==> src/rtl/adc_stream_source.sv <==
// adc_stream_source: periodic serial-ADC capture into a FWFT FIFO, presented as a ready/valid sample stream
// Ports:
//   clk, rst (async, active-low)       clock and reset
//   adc_enable                         runs the sample timer
//   adc_convst, adc_cs_n, adc_sclk     ADC control (SPI mode 0)
//   adc_sdo                            ADC serial data, MSB first
//   adc_sample_ready_out/_valid_out    stream handshake (producer side)
//   adc_sample_data_out                FIFO head
//   adc_overflow, adc_drop_count       sticky drop flag, saturating drop counter
//   adc_drop_clear                     synchronous clear of the drop status
module adc_stream_source #(
    parameter int DATA_WIDTH    = 12,
    parameter int SCLK_DIV      = 4,
    parameter int CONV_CYCLES   = 80,
    parameter int SAMPLE_PERIOD = 1000,
    parameter int FIFO_DEPTH    = 4
) (
    input  logic                  clk,
    input  logic                  rst,
    input  logic                  adc_enable,
    output logic                  adc_convst,
    output logic                  adc_cs_n,
    output logic                  adc_sclk,
    input  logic                  adc_sdo,
    input  logic                  adc_sample_ready_out,
    output logic                  adc_sample_valid_out,
    output logic [DATA_WIDTH-1:0] adc_sample_data_out,
    output logic                  adc_overflow,
    output logic [15:0]           adc_drop_count,
    input  logic                  adc_drop_clear
);
    localparam int TW = $clog2(SAMPLE_PERIOD);
    localparam int CW = $clog2(CONV_CYCLES + SCLK_DIV);
    localparam int BW = $clog2(DATA_WIDTH);
    localparam int AW = $clog2(FIFO_DEPTH);

    typedef enum logic [1:0] {IDLE, CONV, SHIFT, DONE} state_t;

    state_t                state, state_n;
    logic [TW-1:0]         tcnt;
    logic                  tick;
    logic [CW-1:0]         cnt;
    logic                  phase;
    logic                  half_end;
    logic [BW-1:0]         bit_cnt;
    logic [DATA_WIDTH-1:0] sreg;
    logic                  push, pop, wr, full, drop;
    logic [DATA_WIDTH-1:0] mem [FIFO_DEPTH];
    logic [AW-1:0]         wr_ptr, rd_ptr;
    logic [AW:0]           occ;

    assign tick = adc_enable && tcnt == TW'(SAMPLE_PERIOD - 1);

    always_ff @(posedge clk or negedge rst) begin
        if (!rst)
            tcnt <= '0;
        else
            tcnt <= (!adc_enable || tick) ? '0 : tcnt + TW'(1);
    end

    assign half_end = cnt == CW'(SCLK_DIV - 1);

    always_comb begin
        state_n = state;
        case (state)
            IDLE:    state_n = tick ? CONV : IDLE;
            CONV:    state_n = cnt == CW'(CONV_CYCLES - 1) ? SHIFT : CONV;
            SHIFT:   state_n = (phase && half_end && bit_cnt == BW'(DATA_WIDTH - 1)) ? DONE : SHIFT;
            default: state_n = IDLE;
        endcase
        adc_convst = state == CONV && cnt == '0;
        adc_cs_n   = state != SHIFT;
        adc_sclk   = state == SHIFT && phase;
        push       = state == DONE;
    end

    // cnt times CONV and each SCLK half-period; phase=1 is the high half.
    // adc_sdo is captured at the end of each low half, i.e. on the edge where SCLK rises.
    always_ff @(posedge clk or negedge rst) begin
        if (!rst) begin
            state   <= IDLE;
            cnt     <= '0;
            phase   <= 1'b0;
            bit_cnt <= '0;
            sreg    <= '0;
        end else begin
            state <= state_n;
            if (state_n != state) begin
                cnt     <= '0;
                phase   <= 1'b0;
                bit_cnt <= '0;
            end else if (state == SHIFT && half_end) begin
                cnt   <= '0;
                phase <= ~phase;
                if (phase)
                    bit_cnt <= bit_cnt + BW'(1);
                else
                    sreg <= {sreg[DATA_WIDTH-2:0], adc_sdo};
            end else begin
                cnt <= cnt + CW'(1);
            end
        end
    end

    assign full                 = occ == (AW+1)'(FIFO_DEPTH);
    assign adc_sample_valid_out = occ != '0;
    assign adc_sample_data_out  = adc_sample_valid_out ? mem[rd_ptr] : '0;
    assign pop                  = adc_sample_valid_out && adc_sample_ready_out;
    assign wr                   = push && (!full || pop);
    assign drop                 = push && full && !pop;

    always_ff @(posedge clk) begin
        if (wr)
            mem[wr_ptr] <= sreg;
    end

    always_ff @(posedge clk or negedge rst) begin
        if (!rst) begin
            wr_ptr <= '0;
            rd_ptr <= '0;
            occ    <= '0;
        end else begin
            if (wr)
                wr_ptr <= wr_ptr + AW'(1);
            if (pop)
                rd_ptr <= rd_ptr + AW'(1);
            occ <= occ + (AW+1)'(wr) - (AW+1)'(pop);
        end
    end

    // A drop wins over a simultaneous clear: the counter restarts at 1 and the flag stays set.
    always_ff @(posedge clk or negedge rst) begin
        if (!rst) begin
            adc_overflow   <= 1'b0;
            adc_drop_count <= '0;
        end else if (drop) begin
            adc_overflow   <= 1'b1;
            adc_drop_count <= adc_drop_clear ? 16'd1 :
                              (adc_drop_count == 16'hFFFF) ? adc_drop_count : adc_drop_count + 16'd1;
        end else if (adc_drop_clear) begin
            adc_overflow   <= 1'b0;
            adc_drop_count <= '0;
        end
    end
endmodule
==> config.mk <==
export PLATFORM = sky130hd
export DESIGN_NAME = adc_stream_source
export DESIGN_NICKNAME = d
export VERILOG_FILES = /design/src/rtl/adc_stream_source.sv
export SDC_FILE = /design/constraint.sdc
export NUM_CORES = 1
export LEC_CHECK = 0
export ABC_AREA = 1
export ABC_CLOCK_PERIOD_IN_PS = 5900
export CAP_MARGIN = 0
export CORE_MARGIN = 10
export CORE_UTILIZATION = 30
export DETAILED_ROUTE_END_ITERATION = 10
export DONT_BUFFER_PORTS = 1
export GPL_ROUTABILITY_DRIVEN = 0
export PLACE_DENSITY = 0.48
export SYNTH_ARGS = -nofsm -noshare
export SYNTH_HDL_FRONTEND = slang
export SYNTH_SLANG_ARGS = --single-unit
==> constraint.sdc <==
create_clock -name clk -period 5.9 [get_ports clk]
set_input_delay 0.59 -clock clk [delete_from_list [all_inputs] [get_ports clk]]
set_output_delay 0.59 -clock clk [all_outputs]
set_load 0.05 [all_outputs]
==> flow_summary.yaml <==
power:
  p_leak_uw: 0.00248
  power_density_nw_per_um2: 354
  ir_worst_vdd_mv: 0.212
placement:
  portBuffers: 0
  dp_hpwl_mm: 7.51
  place_area_um2: 5260
logic_synthesis:
  yosys-top-cells-area: "dfrtp_1, edfxtp_1, nor2_1, nand2_1, inv_1"
  synth_seq_cells: 108
  synth_area_um2: 5090
  ys.flop_type: "dfrtp_1"
  syn_area_per_cell_um2: 9.59
  synth_fp_nets: 549
  synth_top_area_cell: "dfrtp_1"
  ys_types: 38
  synth_edf_count: 48
  ys_warn_count: 0
  synth_cells: 531
  async_reset_ff_frac: 0.556
  ys_seq_area_frac: 0.578
  synth_top_area_frac: 0.295
clock_network:
  cts_buffers: 9
  cts_max_path_buffers: 2
  clock_latency_ns: 0.35
  clockRootBuffer: "clkbuf_16"
  htreeDepth: 3
  cts_sinks: 108
  cts_hold_buf: 1
  postCtsSetupBuffers: 0
  cts_tree: "built"
  clkTransAtPathRegs_ns: 0.08
  ctsResizeCount: 0
finish:
  insertedDiodeCount: 0
  most-common-layout-cells: "nor2_1, nand2_1, dfrtp_1"
  design_area_um2: 5610
  areaGrowthSynthToFinish_pct: 10.2
  multi_input_area_um2: 1820
  drive_above_1_share: 0.0827
  num-fill-cells: 1705
  seq_area_um2: 2940
  fin_nets: 545
  final_common_cell: "nor2_1"
route:
  wl_per_cell_um: 14.2
  drt-total-wl_mm: 10.7
  num_vias: 3461
  ant_nets: 0
  drc: 0
  detail_route.iter0.violations: 177
  vias_per_cell: 4.60
  first_pass_iters: 4
critical_path:
  crit_path_max_fanout: 27
  r2r-start: "occ[1]"
  crit_required_ns: 5.31
  critPathKind: "register to output pin"
  ff2ff_path_depth: 9
  arrival_ns: 2.71
  cp-start-kind: "register"
  critical_path.startpoint: "rd_ptr[0]"
  end_kind: "output pin"
sta:
  drv_slew: 0
  post-route-period-util: 0.559
  tightest_slew_ns: 1.08
  tns_ns: 0
  final_hold_viol_count: 0
  fmax_mhz: 303
  min_period_ns: 3.30
  finalSetupViolCount: 0
  rsz0062_at_grt: "no"
  relSlewSlack: 0.281
  worst_clock_skew_ns: 0.00925
grt:
  grt_use_met1: 0.126
  grt_pass1_wl_mm: 18.0
  track_usage: 0.0986
  met3_usage: 0.0435
  grt-ovfl-total: 0
  grtUsageMet2: 0.151
  grt_pass1_vias: 3552
  grt_max_degree: 61
  antenna_found_initial: 0
  top_usage_layer: "met2"
floorplan:
  rows: 47
  ios: 39
  die_y_um: 150
  core_um2: 16600
  start_util: 0.307
  dieArea_um2: 22600
  die_x_um: 150
run:
  maxCapViolCount: 0
status:
  outcome: "finished, final reports clean"
worst_hold_path:
  hp-class: "input port to asynchronous set/reset pin"
[through the flow]
step / setup slack (ns) / power (uW) / cells / hold WS (ns) / utilization
2_1_floorplan: 3.38 / 1290 / 531 / 0.294 / -
6_report: 2.60 / 1990 / 752 / 0.0996 / 0.338
3_3_place_gp: 3.09 / 1350 / 735 / 0.297 / 0.317
4_1_cts: 2.56 / 2020 / 752 / 0.100 / 0.338
3_5_place_dp: 2.95 / 1360 / 735 / 0.297 / 0.317
5_1_grt: 2.35 / 2110 / 752 / 0.111 / 0.338
[Yosys cell counts, drive strengths merged (5+ instances only)]
cell type  count
nor2         102
nand2         92
dfrtp         60
inv           55
edfxtp        48
o21ai         37
nand4         24
a21oi         23
nand3         23
ha            11
buf           10
nor3          10
xor2           9
clkbuf         6
o211ai         5
[critical path: stages, from the launching register on]
cell and delay, ns:
dfrtp_1 0.68, inv_1 0.57, o21ai_0 0.22, a21oi_1 0.87
[metal layers]
| layer | vias up | wire [um] |
|---|---|---|
| met2 | 53 | 4730 |
| met4 | 0 | 87 |
| li1 | 1754 | - |
| met3 | 8 | 702 |
| met1 | 1646 | 5150 |
| met5 | - | 0 |
[report_power, final]
| part | total (uW) | internal, uW | switching, uW |
|---|---|---|---|
| clock | 642 | 350 | 292 |
| combinational | 495 | 101 | 394 |
| sequential | 850 | 800 | 50.0 |
| total | 1990 | 1250 | 736 |
[flip-flops by register name, indices dropped and copies added, names as in the netlist]
register        count
wr_ptr              2
adc_overflow        1
phase               1
rd_ptr              2
tcnt               10
sreg               12
adc_drop_count     16
cnt                 7
bit_cnt             4
occ                 3
mem                48
state               2
[kinds of logic after synthesis]
group / after synthesis / share of synthesized area
buffers and inverters: 74 / 0.0637
AOI/OAI and AO/OA: 70 / 0.0794
xor gates and xnor gates: 12 / 0.0207
DFF: 108 / 0.578
adders and majority gates: 12 / 0.0310
and+or+nand+nor: 255 / 0.227
[final timing paths]
check | endpoint | slack (ns)
max | adc_sample_data_out[6] | 2.60
min | adc_drop_count[9] | 0.1
max reg2reg | occ[2] | 3.02
min reg2reg | tcnt[0] | 0.46
max in group asynchronous | sreg[10] | 5.53
min in group clk | tcnt[2] | 0.38
[final cells by class]
cell class                 instances  share of cell area
sequential                       108               0.525
timing repair buffer               1             0.00491
multi-input combinational        349               0.325
inverter                          58              0.0393
tap                              220              0.0491
clock buffer                      10              0.0426
clock inverter                     6              0.0141
Power figures use the tool's default switching activity.
